File: config.mk
export PLATFORM = sky130hd
export DESIGN_NAME = token_fsm
export DESIGN_NICKNAME = d
export VERILOG_FILES = /design/src/rtl/token_pkg.sv /design/src/rtl/char_class.sv /design/src/rtl/token_fsm.sv
export SDC_FILE = /design/constraint.sdc
export NUM_CORES = 1
export LEC_CHECK = 0
export ABC_CLOCK_PERIOD_IN_PS = 3500
export BUFFER_PORTS_ARGS = -buffer_cell sky130_fd_sc_hd__buf_4
export CAP_MARGIN = 20
export CORE_UTILIZATION = 55
export DETAILED_ROUTE_END_ITERATION = 8
export HOLD_SLACK_MARGIN = 0.08
export PLACE_DENSITY_LB_ADDON = 0.08
export SYNTH_ARGS = -nofsm -noshare
export SYNTH_HDL_FRONTEND = slang
export SYNTH_SLANG_ARGS = --single-unit
File: constraint.sdc
create_clock -name clk -period 3.5 [get_ports clk]
set_input_delay 0.175 -clock clk [delete_from_list [all_inputs] [get_ports clk]]
set_output_delay 0.175 -clock clk [all_outputs]
set_load 0.05 [all_outputs]
File: src/rtl/token_pkg.sv
// Shared types and constants for the token recognizer: FSM states, character
// classes and the ASCII range bounds used by the classifier.
package token_pkg;

  typedef enum logic [1:0] {
    StIdle = 2'd0,
    StId   = 2'd1,
    StNum  = 2'd2,
    StErr  = 2'd3
  } state_e;

  typedef enum logic [1:0] {
    ClsOther  = 2'd0,
    ClsLetter = 2'd1,
    ClsDigit  = 2'd2
  } cls_e;

  localparam logic [7:0] ChUpperA     = 8'd65;
  localparam logic [7:0] ChUpperZ     = 8'd90;
  localparam logic [7:0] ChLowerA     = 8'd97;
  localparam logic [7:0] ChLowerZ     = 8'd122;
  localparam logic [7:0] ChDigit0     = 8'd48;
  localparam logic [7:0] ChDigit9     = 8'd57;
  localparam logic [7:0] ChUnderscore = 8'd95;

endpackage

File: src/rtl/char_class.sv
// Combinational ASCII classifier: LETTER, DIGIT or OTHER, with '_' optionally
// treated as a letter.
module char_class
  import token_pkg::*;
(
  input  logic [7:0] char,
  input  logic       allow_us,
  output logic [1:0] cls
);

  always_comb begin
    cls = ClsOther;
    if ((char >= ChUpperA && char <= ChUpperZ) || (char >= ChLowerA && char <= ChLowerZ) ||
        (allow_us && char == ChUnderscore)) begin
      cls = ClsLetter;
    end else if (char >= ChDigit0 && char <= ChDigit9) begin
      cls = ClsDigit;
    end
  end

endmodule

File: src/rtl/token_fsm.sv
// Identifier/number tokenizer: tracks the current token class and length,
// pulses tok_done on legal termination and counts completed identifiers.
module token_fsm
  import token_pkg::*;
#(
  parameter int unsigned MAX_LEN  = 16,
  parameter int unsigned CNT_W    = 8,
  parameter bit          ALLOW_US = 1'b1,
  localparam int unsigned LEN_W   = $clog2(MAX_LEN + 1)
) (
  input  logic             clk,
  input  logic             reset,
  input  logic [7:0]       char,
  input  logic             char_valid,
  output logic             is_id,
  output logic             is_num,
  output logic             err,
  output logic [LEN_W-1:0] len,
  output logic             tok_done,
  output logic [CNT_W-1:0] id_count
);

  state_e             state_q, state_d;
  logic [LEN_W-1:0]   len_q, len_d;
  logic [CNT_W-1:0]   id_count_q, id_count_d;
  logic               tok_done_q, tok_done_d;
  logic [1:0]         cls_raw;
  cls_e               cls;
  logic [LEN_W:0]     len_inc;
  logic               len_fits;

  char_class u_char_class (
    .char     (char),
    .allow_us (ALLOW_US),
    .cls      (cls_raw)
  );

  assign cls = cls_e'(cls_raw);

  // One extra bit so the increment cannot wrap when MAX_LEN fills LEN_W.
  assign len_inc  = {1'b0, len_q} + (LEN_W + 1)'(1);
  assign len_fits = len_inc <= (LEN_W + 1)'(MAX_LEN);

  always_comb begin
    state_d    = state_q;
    len_d      = len_q;
    id_count_d = id_count_q;
    tok_done_d = 1'b0;
    if (char_valid) begin
      unique case (state_q)
        StIdle: begin
          if (cls == ClsLetter) begin
            state_d = StId;
            len_d   = LEN_W'(1);
          end else if (cls == ClsDigit) begin
            state_d = StNum;
            len_d   = LEN_W'(1);
          end
        end
        StId: begin
          if (cls == ClsOther) begin
            state_d    = StIdle;
            len_d      = '0;
            tok_done_d = 1'b1;
            id_count_d = id_count_q + CNT_W'(1);
          end else if (len_fits) begin
            len_d = len_inc[LEN_W-1:0];
          end else begin
            state_d = StErr;
            len_d   = '0;
          end
        end
        StNum: begin
          if (cls == ClsOther) begin
            state_d    = StIdle;
            len_d      = '0;
            tok_done_d = 1'b1;
          end else if (cls == ClsDigit && len_fits) begin
            len_d = len_inc[LEN_W-1:0];
          end else begin
            state_d = StErr;
            len_d   = '0;
          end
        end
        StErr: begin
          if (cls == ClsOther) begin
            state_d = StIdle;
          end
        end
        default: begin
          state_d = StIdle;
          len_d   = '0;
        end
      endcase
    end
  end

  always_ff @(posedge clk) begin
    if (reset) begin
      state_q    <= StIdle;
      len_q      <= '0;
      id_count_q <= '0;
      tok_done_q <= 1'b0;
    end else begin
      state_q    <= state_d;
      len_q      <= len_d;
      id_count_q <= id_count_d;
      tok_done_q <= tok_done_d;
    end
  end

  assign is_id    = (state_q == StId);
  assign is_num   = (state_q == StNum);
  assign err      = (state_q == StErr);
  assign len      = len_q;
  assign tok_done = tok_done_q;
  assign id_count = id_count_q;

endmodule

Word level (Yosys, flattened, before mapping)
Index checks and enable logic that the tools add are counted.
- $add $sub $neg: 2
- magnitude comparators: 7
- equality and inequality tests: 10
- muxes and demuxes: 18
- bitwise logic cells: 2
- reductions and logical operators: 14
- operators with widths (kind ; number):
    2-to-1 mux 5 bit ; 6
    2-to-1 mux 2 bit ; 9
    greater-or-equal comparator 8 x 7 -> 1 bit (second input constant) ; 2
    less-or-equal comparator 8 x 7 -> 1 bit (second input constant) ; 2
    one-hot mux 5 bit (3 select lines) ; 1
    adder 8 x 1 -> 8 bit (second input constant) ; 1
    == test 8 x 7 -> 1 bit (second input constant) ; 1
    greater-or-equal comparator 8 x 6 -> 1 bit (second input constant) ; 1
    less-or-equal comparator 8 x 6 -> 1 bit (second input constant) ; 1
    one-hot mux 2 bit (4 select lines) ; 1
    adder 5 x 1 -> 6 bit (second input constant) ; 1
    == test 2 bit (second input constant) ; 3
    less-or-equal comparator 6 x 5 -> 1 bit (second input constant) ; 1
    != test 3 bit (second input constant) ; 2
    AND reduction 3 bit ; 2
    AND reduction 5 bit ; 1
    == test 2 x 1 -> 1 bit (second input constant) ; 2
    logical AND 1 bit ; 4
    logical NOT 2 bit ; 2
    != test 3 x 2 -> 1 bit (second input constant) ; 1
    nonzero test 3 bit ; 1
    OR reduction 3 bit ; 1
    logical OR 1 bit ; 2
    != test 2 x 1 -> 1 bit (second input constant) ; 1
    other kinds (3) ; 4
- register bits: 16
- input port bits: 11
- output and inout bits: 17
- word-level logic and storage cells: 57

Depth between registers and ports, before layout
- depth after elaboration: 10
- gate-level depth with buffers: 8

By module
Synthesis repeated with hierarchy kept, for this count alone.
- cells, all modules: 122
- area, all modules: 1066.0 um2
- modules (own cells, without submodules) (module ; times used ; cells each ; area each (um2) ; seq. area each (um2)):
    token_fsm ; 1 ; 112 ; 1001.0 ; 320.3
    char_class ; 1 ; 10 ; 65.1 ; 0.0

Worst setup path after synthesis
No wires, ideal clock.
- path kind: reg2reg
- start: register len_q[0], in the netlist len[0]
- end: register len_q[1], in the netlist len[1]
- data arrival time: 2258 ps
- required time: 3429 ps
- path slack: 1172 ps
- stages on the path, launching flop included: 7
- buffers on the path: 0
- clock period less this slack: 2328 ps
- cell sequence: dfxtp_1 -> ha_1 -> or4b_4 -> a21boi_4 -> o21ai_2 -> or4_1 -> a21oi_1
- longest elaborated chain between the ends: 6
- elaborated cells on any way between the ends: 8
- ends and longest elaborated chain (element ; line ; text):
    start, declared ; token_fsm.sv:24 ; logic [LEN_W-1:0] len_q, len_d;
    start signal, assigned ; token_fsm.sv:106 ; len_q <= len_d;
    adder 5 x 1 -> 6 bit * ; token_fsm.sv:41 ; assign len_inc = {1'b0, len_q} + (LEN_W + 1)'(1);
    less-or-equal comparator 6 x 5 -> 1 bit ; token_fsm.sv:42 ; assign len_fits = len_inc <= (LEN_W + 1)'(MAX_LEN);
    logical AND 1 bit ; token_fsm.sv:78 ; end else if (cls == ClsDigit && len_fits) begin
    2-to-1 mux 5 bit ; token_fsm.sv:78 ;
    2-to-1 mux 5 bit ; token_fsm.sv:74 ; if (cls == ClsOther) begin
    one-hot mux 5 bit (3 select lines) * ; token_fsm.sv:50 ; unique case (state_q)
Every way passes the cells marked *; elsewhere a longest branch is shown, timed or not.
A chain may end at the register's enable or synchronous reset.

Worst setup path in the final report
Same ends and word-level chain as after synthesis.

==> results.sh <==
export IMPL_required_ns=3.73
export IMPL_synth_fa_ha_area_frac=0.0842
export IMPL_cts_made_buffers=3
export IMPL_wire_per_inst_um=14.4
export IMPL_die_area_um2=2350
export IMPL_ioPinCount=28
export IMPL_ant_nets=0
export IMPL_grt_pass1_wl_mm=4.82
export IMPL_start_util=0.594
export IMPL_synthArstFlopShare=0
export IMPL_period_needed_ns=2.14
export IMPL_die_height_um=48.5
export IMPL_dp_slack_ns=1.40
export IMPL_clkTransAtPathRegs_ns=0.11
export IMPL_critPathCaptureType="register"
export IMPL_slew_limit_headroom=0.456
export IMPL_synth_seq_cells=16
export IMPL_final_setup_worst_slack_ns=1.36
export IMPL_core_area_um2=2000
export IMPL_die_x_um=48.5
export IMPL_cap_violations=0
export IMPL_design_area_um2=1430
export IMPL_rows=16
export IMPL_areaGrowthSynthToFinish_pct=20.3
export IMPL_p_per_area_nw_per_um2=285
export IMPL_yosysWarnings=0
export IMPL_yosysMostFrequentCell="dfxtp_1"
export IMPL_ys_top_cells_by_area="dfxtp_1 27%, ha_1 8.4%, o211ai_1 3.8%"
export IMPL_syn_num_nets=156
export IMPL_insertion_delay_ns=0.29
export IMPL_vias=1154
export IMPL_synth_top_area_frac=0.269
export IMPL_grt_util_met3=0.0377
export IMPL_synthSimpleGateAreaFrac=0.246
export IMPL_port_buffers=27
export IMPL_muxShareOfSynthArea=0.0253
export IMPL_leakage_uw=0.000543
export IMPL_grtUsageTotal=0.257
export IMPL_yosys_top_cells_count="16 x dfxtp_1, 9 x nand2_1, 8 x ha_1, 8 x inv_1, 8 x nor2_1"
export IMPL_globalRouteMet2Util=0.430
export IMPL_seq_area_frac_synth=0.269
export IMPL_max_freq_ghz=0.466
export IMPL_status="completed"
export IMPL_n_antenna_cell=0
export IMPL_path_class="register to register"
export IMPL_min_path_type="primary input to register"
export IMPL_hold_violations=0
export IMPL_finalClockSkew_ns=0.0103
export IMPL_synth_xor_area_frac=0.0368
export IMPL_ir_worst_vdd_mv=0.188
export IMPL_fill_cells=176
export IMPL_slew_viol_final=0
export IMPL_clockBufferDepth=2
export IMPL_placed_area_um2=1390
export IMPL_synth_top_family_by_area="compound AO/OA/AOI/OAI gates"
export IMPL_cts_htree_levels=1
export IMPL_drive_gt1_frac=0.265
export IMPL_place_congestion=0.828
export IMPL_critPathLaunchType="register"
export IMPL_tns_ns=0
export IMPL_drt_iter0_markers=30
export IMPL_synth_compound_area_share=0.286
export IMPL_dp_hpwl_mm=2.03
export IMPL_cts_resized=0
export IMPL_overflow=0
export IMPL_grt_max_degree=15
export IMPL_cp_arrival_ns=2.38
export IMPL_avgSynthCellArea_um2=8.68
export IMPL_firstDrtPassIters=4
export IMPL_post_route_period_util=0.613
export IMPL_grt_met1_usage=0.345
export IMPL_synth_ff_type="dfxtp_1"
export IMPL_nets=182
export IMPL_clock_sinks=16
export IMPL_synth_largest_area_cell="dfxtp_1"
export IMPL_worstMarginPinSlew_ns=0.812
export IMPL_grt_setup_unrepaired="no"
export IMPL_finalWirelength_mm=2.73
export IMPL_syn_area_um2=1190
export IMPL_antenna_found_initial=0
export IMPL_hold_buffers=0
export IMPL_grt_pass1_vias=1068
export IMPL_synth_distinct_cells=48
export IMPL_drc=0
export IMPL_synth_cells=137
export IMPL_viasPerCell=6.11
export IMPL_cts_setup_buffers=0
export IMPL_setup_violations_final=0
export IMPL_synth_edff_count=0
export IMPL_worstPathMaxFanout=7
export IMPL_grt_busiest_layer="met2"
export IMPL_cts_root_buf="clkbuf_4"
export IMPL_cts_tree="yes"
[power breakdown]
part | switching (uW) | internal (uW) | leakage [uW]
clock network | 62.6 | 63.3 | 0.0000210
logic | 57.2 | 34.1 | 0.000393
registers | 5.07 | 186 | 0.000129
total | 125 | 283 | 0.000543
[through the flow]
stage               utilization  std cells  total power (uW)  hold WS, ns
finish                    0.714        189               408        0.147
global route              0.714        189               429        0.145
CTS                       0.714        189               410        0.146
detailed placement        0.696        185               285        0.459
global placement          0.696        185               284        0.449
floorplan                     -        137               257        0.468
[layout by cell type, fill, tap and decap left out, types with 4 or more instances in the layout]
cell type	count
nand3_1	6
a21oi_1	4
o2111ai_1	4
dfxtp_1	16
o21ai_0	5
buf_4	27
nand2_1	9
o211ai_1	6
inv_1	8
or3_1	4
nor2_1	8
ha_1	8
xor2_1	5
nor4_1	4
[path summary, 6_finish.rpt]
check | from | to | slack (ns) | cells after the start
worst max-delay path | len[0] | len[1] | 1.36 | 6
worst min-delay path | reset | len[1] | 0.15 | 2
worst max register to register | len[0] | len[1] | 1.36 | 6
worst min register to register | state_q[0] | state_q[0] | 0.51 | 2
[critical path, cell delays in order, from the launching register on]
cell and delay (ns):
dfxtp_1 0.39, ha_1 0.31, or4b_4 0.52, a21boi_4 0.17, o21ai_2 0.12, or4_1 0.42
a21oi_1 0.15
[area by class of cell]
class / instances / area (um^2) / area share
timing repair buffer: 27 / 203 / 0.142
tap: 27 / 33.8 / 0.0236
sequential: 16 / 320 / 0.224
multi-input combinational: 107 / 807 / 0.564
inverter: 8 / 30.0 / 0.0210
clock buffer: 4 / 36.3 / 0.0254
[metal layers]
layer / share of wire / routed length [um]
met1: 0.49 / 1330
met5: 0 / 0
met4: 0.0099 / 27
met2: 0.47 / 1300
met3: 0.029 / 78
[state kept, by name, summed over array words and instances (netlist names)]
| signal | count |
|---|---|
| id_count | 8 |
| len | 5 |
| state_q | 2 |
| tok_done | 1 |
[kinds of logic after synthesis]
| logic type | after synthesis |
|---|---|
| multiplexers | 3 |
| flip-flops | 16 |
| AND/OR/NAND/NOR | 49 |
| XOR/XNOR | 5 |
| adder cells (fa/ha/maj) | 8 |
| AO/OA/AOI/OAI | 42 |
| buffers and inverters | 14 |
(Power assumes the default switching activity.)
